==> src/rtl/updn_cmd_gen.sv <==
// Push-button front end for an up/down counter: synchronizes and debounces three buttons,
// arbitrates them and issues single-cycle up/down/load commands with hold-to-repeat.
module updn_cmd_gen #(
   parameter int unsigned DB_CYCLES = 4,
   parameter int unsigned RPT_DELAY = 8,
   parameter int unsigned RPT_RATE  = 3
) (
   input  logic       clk,
   input  logic       rst,
   input  logic       btn_up,
   input  logic       btn_dn,
   input  logic       btn_ld,
   input  logic [4:0] sw_in,
   input  logic       high,
   input  logic       low,
   output logic       up,
   output logic       down,
   output logic       load,
   output logic [4:0] in_val
);

   localparam int unsigned DbW    = $clog2(DB_CYCLES + 1);
   localparam int unsigned TmrMax = (RPT_DELAY > RPT_RATE) ? RPT_DELAY : RPT_RATE;
   localparam int unsigned TmrW   = $clog2(TmrMax + 1);

   localparam logic [1:0] IDLE      = 2'd0;
   localparam logic [1:0] FIRST     = 2'd1;
   localparam logic [1:0] HOLD_WAIT = 2'd2;
   localparam logic [1:0] REPEAT    = 2'd3;

   // Active-direction codes double as bit indices into the button vectors.
   localparam logic [1:0] DirUp = 2'd0;
   localparam logic [1:0] DirDn = 2'd1;
   localparam logic [1:0] DirLd = 2'd2;

   logic [2:0]           raw;
   logic [2:0]           sync1_q, sync2_q;
   logic [2:0]           db_q, db_prev_q;
   logic [2:0][DbW-1:0]  db_cnt_q;
   logic [2:0]           rise;

   logic [1:0]           state_q, state_d;
   logic [1:0]           dir_q, dir_d;
   logic [TmrW-1:0]      tmr_q, tmr_d;
   logic                 held;
   logic                 fire;
   logic                 up_d, down_d, load_d;

   assign raw  = {btn_ld, btn_dn, btn_up};
   assign rise = db_q & ~db_prev_q;

   always_ff @(posedge clk) begin
      if (rst) begin
         sync1_q   <= '0;
         sync2_q   <= '0;
         db_q      <= '0;
         db_prev_q <= '0;
         db_cnt_q  <= '0;
      end else begin
         sync1_q   <= raw;
         sync2_q   <= sync1_q;
         db_prev_q <= db_q;
         for (int i = 0; i < 3; i++) begin
            if (sync2_q[i] == db_q[i]) begin
               db_cnt_q[i] <= '0;
            end else if (db_cnt_q[i] == DbW'(DB_CYCLES - 1)) begin
               db_q[i]     <= ~db_q[i];
               db_cnt_q[i] <= '0;
            end else begin
               db_cnt_q[i] <= db_cnt_q[i] + 1'b1;
            end
         end
      end
   end

   always_comb begin
      held = 1'b0;
      case (dir_q)
         DirUp:   held = db_q[0];
         DirDn:   held = db_q[1];
         DirLd:   held = db_q[2];
         default: held = 1'b0;
      endcase
   end

   always_comb begin
      state_d = state_q;
      dir_d   = dir_q;
      tmr_d   = tmr_q;
      fire    = 1'b0;
      // A fresh load press overrides whatever the FSM is doing.
      if (rise[2]) begin
         state_d = FIRST;
         dir_d   = DirLd;
      end else begin
         case (state_q)
            IDLE: begin
               if (rise[1]) begin
                  state_d = FIRST;
                  dir_d   = DirDn;
               end else if (rise[0]) begin
                  state_d = FIRST;
                  dir_d   = DirUp;
               end
            end
            FIRST: begin
               fire    = 1'b1;
               tmr_d   = '0;
               state_d = held ? HOLD_WAIT : IDLE;
            end
            HOLD_WAIT: begin
               if (!held) begin
                  state_d = IDLE;
               end else if (dir_q != DirLd) begin
                  if (tmr_q == TmrW'(RPT_DELAY - 1)) begin
                     fire    = 1'b1;
                     tmr_d   = '0;
                     state_d = REPEAT;
                  end else begin
                     tmr_d = tmr_q + 1'b1;
                  end
               end
            end
            REPEAT: begin
               if (!held) begin
                  state_d = IDLE;
               end else if (tmr_q == TmrW'(RPT_RATE - 1)) begin
                  fire  = 1'b1;
                  tmr_d = '0;
               end else begin
                  tmr_d = tmr_q + 1'b1;
               end
            end
            default: state_d = IDLE;
         endcase
      end
   end

   // Limit flags only mask the pulse; the timers above keep running.
   assign up_d   = fire & (dir_q == DirUp) & ~high;
   assign down_d = fire & (dir_q == DirDn) & ~low;
   assign load_d = fire & (dir_q == DirLd);

   always_ff @(posedge clk) begin
      if (rst) begin
         state_q <= IDLE;
         dir_q   <= DirUp;
         tmr_q   <= '0;
         up      <= 1'b0;
         down    <= 1'b0;
         load    <= 1'b0;
         in_val  <= 5'b00000;
      end else begin
         state_q <= state_d;
         dir_q   <= dir_d;
         tmr_q   <= tmr_d;
         up      <= up_d;
         down    <= down_d;
         load    <= load_d;
         if (load_d) begin
            in_val <= sw_in;
         end
      end
   end

endmodule

==> config.mk <==
export PLATFORM = sky130hd
export DESIGN_NAME = updn_cmd_gen
export DESIGN_NICKNAME = d
export VERILOG_FILES = /design/src/rtl/updn_cmd_gen.sv
export SDC_FILE = /design/constraint.sdc
export NUM_CORES = 1
export LEC_CHECK = 0
export CAP_MARGIN = 20
export CORE_MARGIN = 2
export CORE_UTILIZATION = 54
export CTS_CLUSTER_DIAMETER = 60
export DETAILED_ROUTE_END_ITERATION = 10
export PLACE_DENSITY_LB_ADDON = 0.15
export SETUP_SLACK_MARGIN = 0.4
export SLEW_MARGIN = 20
export SYNTH_ARGS = -nofsm -noshare
export SYNTH_HDL_FRONTEND = slang
export SYNTH_SLANG_ARGS = --single-unit
==> constraint.sdc <==
create_clock -name clk -period 2.1 [get_ports clk]
set_input_delay 0.21 -clock clk [delete_from_list [all_inputs] [get_ports clk]]
set_output_delay 0.21 -clock clk [all_outputs]
set_load 0.01 [all_outputs]
==> impl_metrics.json <==
{
  "diodes": 0,
  "syn_nets": 184,
  "grt_remaining_overflow": 0,
  "period_minus_slack_ns": 1.646,
  "die_h_um": 58.27,
  "finalPower_uw": 1087,
  "clk_latency_ns": 0.32,
  "h-tree-depth": 2,
  "setup_viol": 0,
  "final_hold_viol_count": 0,
  "crit_slowest_cell": "dfxtp_4",
  "clk_path_buf_depth": 2,
  "gp_congestion": 0.8323,
  "synth_area_um2": 1590,
  "rsz0062_at_grt": "no",
  "crit_family": "simple AND/OR/NAND/NOR gates",
  "drive_gt1_share_pct": 10.58,
  "ant_nets": 0,
  "cpPeakStageDelay_ns": 0.37,
  "start_util_pct": 57.17,
  "path_class": "reg -> reg",
  "grt_pass1_wl_um": 4595,
  "synth_cells": 164,
  "io_pins": 20,
  "cp_cell_sequence": "inv_2, ha_4, nor3b_4, and2b_4, nor4b_4, buf_6, mux2i_1",
  "tightest_slew_ns": 0.4510,
  "drtIter0Drc": 27,
  "outcome": "complete, no violations",
  "critPathBufInv": 2,
  "syn_avg_cell_area_um2": 9.697,
  "die_area_um2": 3395,
  "cp-start-kind": "register",
  "num_vias": 1165,
  "wl_um": 2804,
  "endpoint_kind": "register",
  "cts.sinks": 37,
  "finalClockSkew_ns": 0.006268,
  "cp_data_arrival_time_ns": 1.91,
  "syn_to_final_growth_pct": 20.54,
  "leakage_uw": 0.0007011,
  "port_buffers": 19,
  "dr.pass1.iters": 4,
  "fin_crit_sh_pct": 78.37,
  "whs_ns": 0.4244,
  "root_buffer": "clkbuf_4",
  "max_freq_mhz": 607.6,
  "maxSlewViolCount": 0,
  "grt_antenna_before_repair": 0,
  "ys_seq_elements": 37,
  "die_x_um": 58.27,
  "fin_util_pct": 68.92,
  "clkTransAtPathRegs_ns": 0.10,
  "ys_seq_area_share_pct": 46.58,
  "tns_ns": 0,
  "track_usage_pct": 17.64,
  "synth_cell_type_count": 30,
  "nets": 210,
  "grt_pass1_vias": 1128,
  "r2r_setup_slack_ns": 0.45,
  "avgRoutedWirePerCell_um": 12.75,
  "numCtsBuffers": 5,
  "vias_per_cell": 5.295,
  "min_path_type": "reg -> reg",
  "cts_tree": "yes",
  "grt_max_degree": 15,
  "worstPathRequired_ns": 2.36,
  "crit_fanout": 5,
  "cap_violations": 0,
  "dp_hpwl_um": 1963,
  "drc_errors": 0,
  "yosysWarningCount": 0,
  "row_count": 19,
  "dp_slack_ns": 0.2370,
  "worst_slack_ns": 0.4543,
  "cellPowerDensity_nw_per_um2": 567.1,
  "irDropWorstVdd_uv": 499.2,
  "relSlewSlack_pct": 69.89,
  "core_um2": 2781
}
-- final timing paths --
| kind | start | endpoint | depth (start not counted) |
|---|---|---|---|
| min reg2reg | db_cnt_q[3] | db_cnt_q[3] | 1 |
| max reg2reg | tmr_q[0] | in_val[3] | 7 |
| min | db_cnt_q[3] | db_cnt_q[3] | 1 |
| max | tmr_q[0] | in_val[3] | 7 |
-- cell usage in the layout, fill, tap and decap left out, types with 2 or more instances in the layout --
| cell | count |
|---|---|
| nand3_1 | 5 |
| clkbuf_4 | 5 |
| nand3b_1 | 5 |
| a21o_1 | 3 |
| mux2i_1 | 11 |
| nor4_1 | 2 |
| buf_4 | 5 |
| inv_1 | 8 |
| ha_1 | 7 |
| o21ai_0 | 3 |
| nor2b_1 | 14 |
| clkdlybuf4s50_1 | 19 |
| nor4b_1 | 2 |
| nor2_1 | 17 |
| nand2b_1 | 16 |
| a21oi_1 | 4 |
| xnor2_1 | 3 |
| nand2_1 | 2 |
| or3_1 | 4 |
| dfxtp_1 | 35 |
-- synthesized netlist by cell type --
library cell   n  share of area, %
a2111o_1       1              0.71
a21o_1         3               1.4
a21oi_1        4               1.3
a22oi_1        1              0.47
a311oi_1       1              0.55
a31oi_1        1              0.39
and2b_4        1              0.63
clkbuf_1       6               1.4
dfxtp_1       37                47
ha_1           8               6.3
inv_1          9               2.1
mux2i_1       11               6.9
nand2_1        2              0.47
nand2b_1      16               6.3
nand3_1        5               1.6
nand3b_1       5               2.4
nand4_1        1              0.39
nor2_1        17               4.0
nor2b_1       14               5.5
nor3_1         1              0.31
nor3b_1        2              0.94
nor4_1         2              0.79
nor4b_1        2               1.1
nor4b_4        1               1.5
o211ai_2       1              0.79
o21ai_0        3              0.94
o21bai_1       1              0.47
o2bb2ai_1      1              0.55
or3_1          4               1.6
xnor2_1        3               1.7
-- flip-flops by register name, summed over array words and instances (netlist names) --
name / count
load: 1
up: 1
db_cnt_q: 9
sync1_q: 3
dir_q: 2
down: 1
sync2_q: 3
db_prev_q: 3
in_val: 5
tmr_q: 4
state_q: 2
db_q: 3
-- kinds of logic after synthesis --
family                     synth area share (%)
and+or+nand+nor                           27.46
DFF                                       46.58
AOI/OAI and AO/OA                         7.553
buffers and inverters                     3.540
muxes                                     6.924
adders and majority gates                 6.295
xor gates and xnor gates                  1.653
-- what timing repair did --
item / CTS / global route
buffers inserted: 1 / 2
pin swaps: 1 / 1
gates resized for setup: 1 / 8
endpoints found under the hold margin: 0 / 0
endpoints found under the setup margin: 5 / 5
hold buffers: 0 / 0
-- routing by layer --
metal	vias up	track usage, %	routed length, µm
li1	604	-	-
met1	526	22.02	1309
met2	31	28.57	1322
met3	4	4.688	143
met4	0	7.641	28
met5	-	0	0
-- metrics by stage --
stage	cells	area (µm²)
after floorplan	164	1590
after global placement	211	1819
after detailed placement	211	1819
after global routing	220	1917
final	220	1917
after CTS	218	1874
-- final cells by class --
cell class	count	area, µm²
multi-input combinational	112	817.0
fill	217	864.6
tap	31	38.79
sequential	37	745.7
inverter	9	33.78
timing repair buffer	25	239.0
clock inverter	1	5.005
clock buffer	5	37.54
-- worst reg2reg max path, stage by stage (launching register included) --
cell and delay (ns):
dfxtp_4 0.37, inv_2 0.07, ha_4 0.14, nor3b_4 0.19, and2b_4 0.22, nor4b_4 0.25
buf_6 0.16, mux2i_1 0.18
-- power breakdown --
part           total (µW)  leakage [µW]  internal, µW  switching (µW)
Combinational        52.2      0.000373          33.0            19.3
Sequential            710      0.000301           707            2.97
Clock                 325     0.0000269           116             209
Total                1090      0.000701           856             231
No activity file was read; power rests on OpenSTA's default activity.
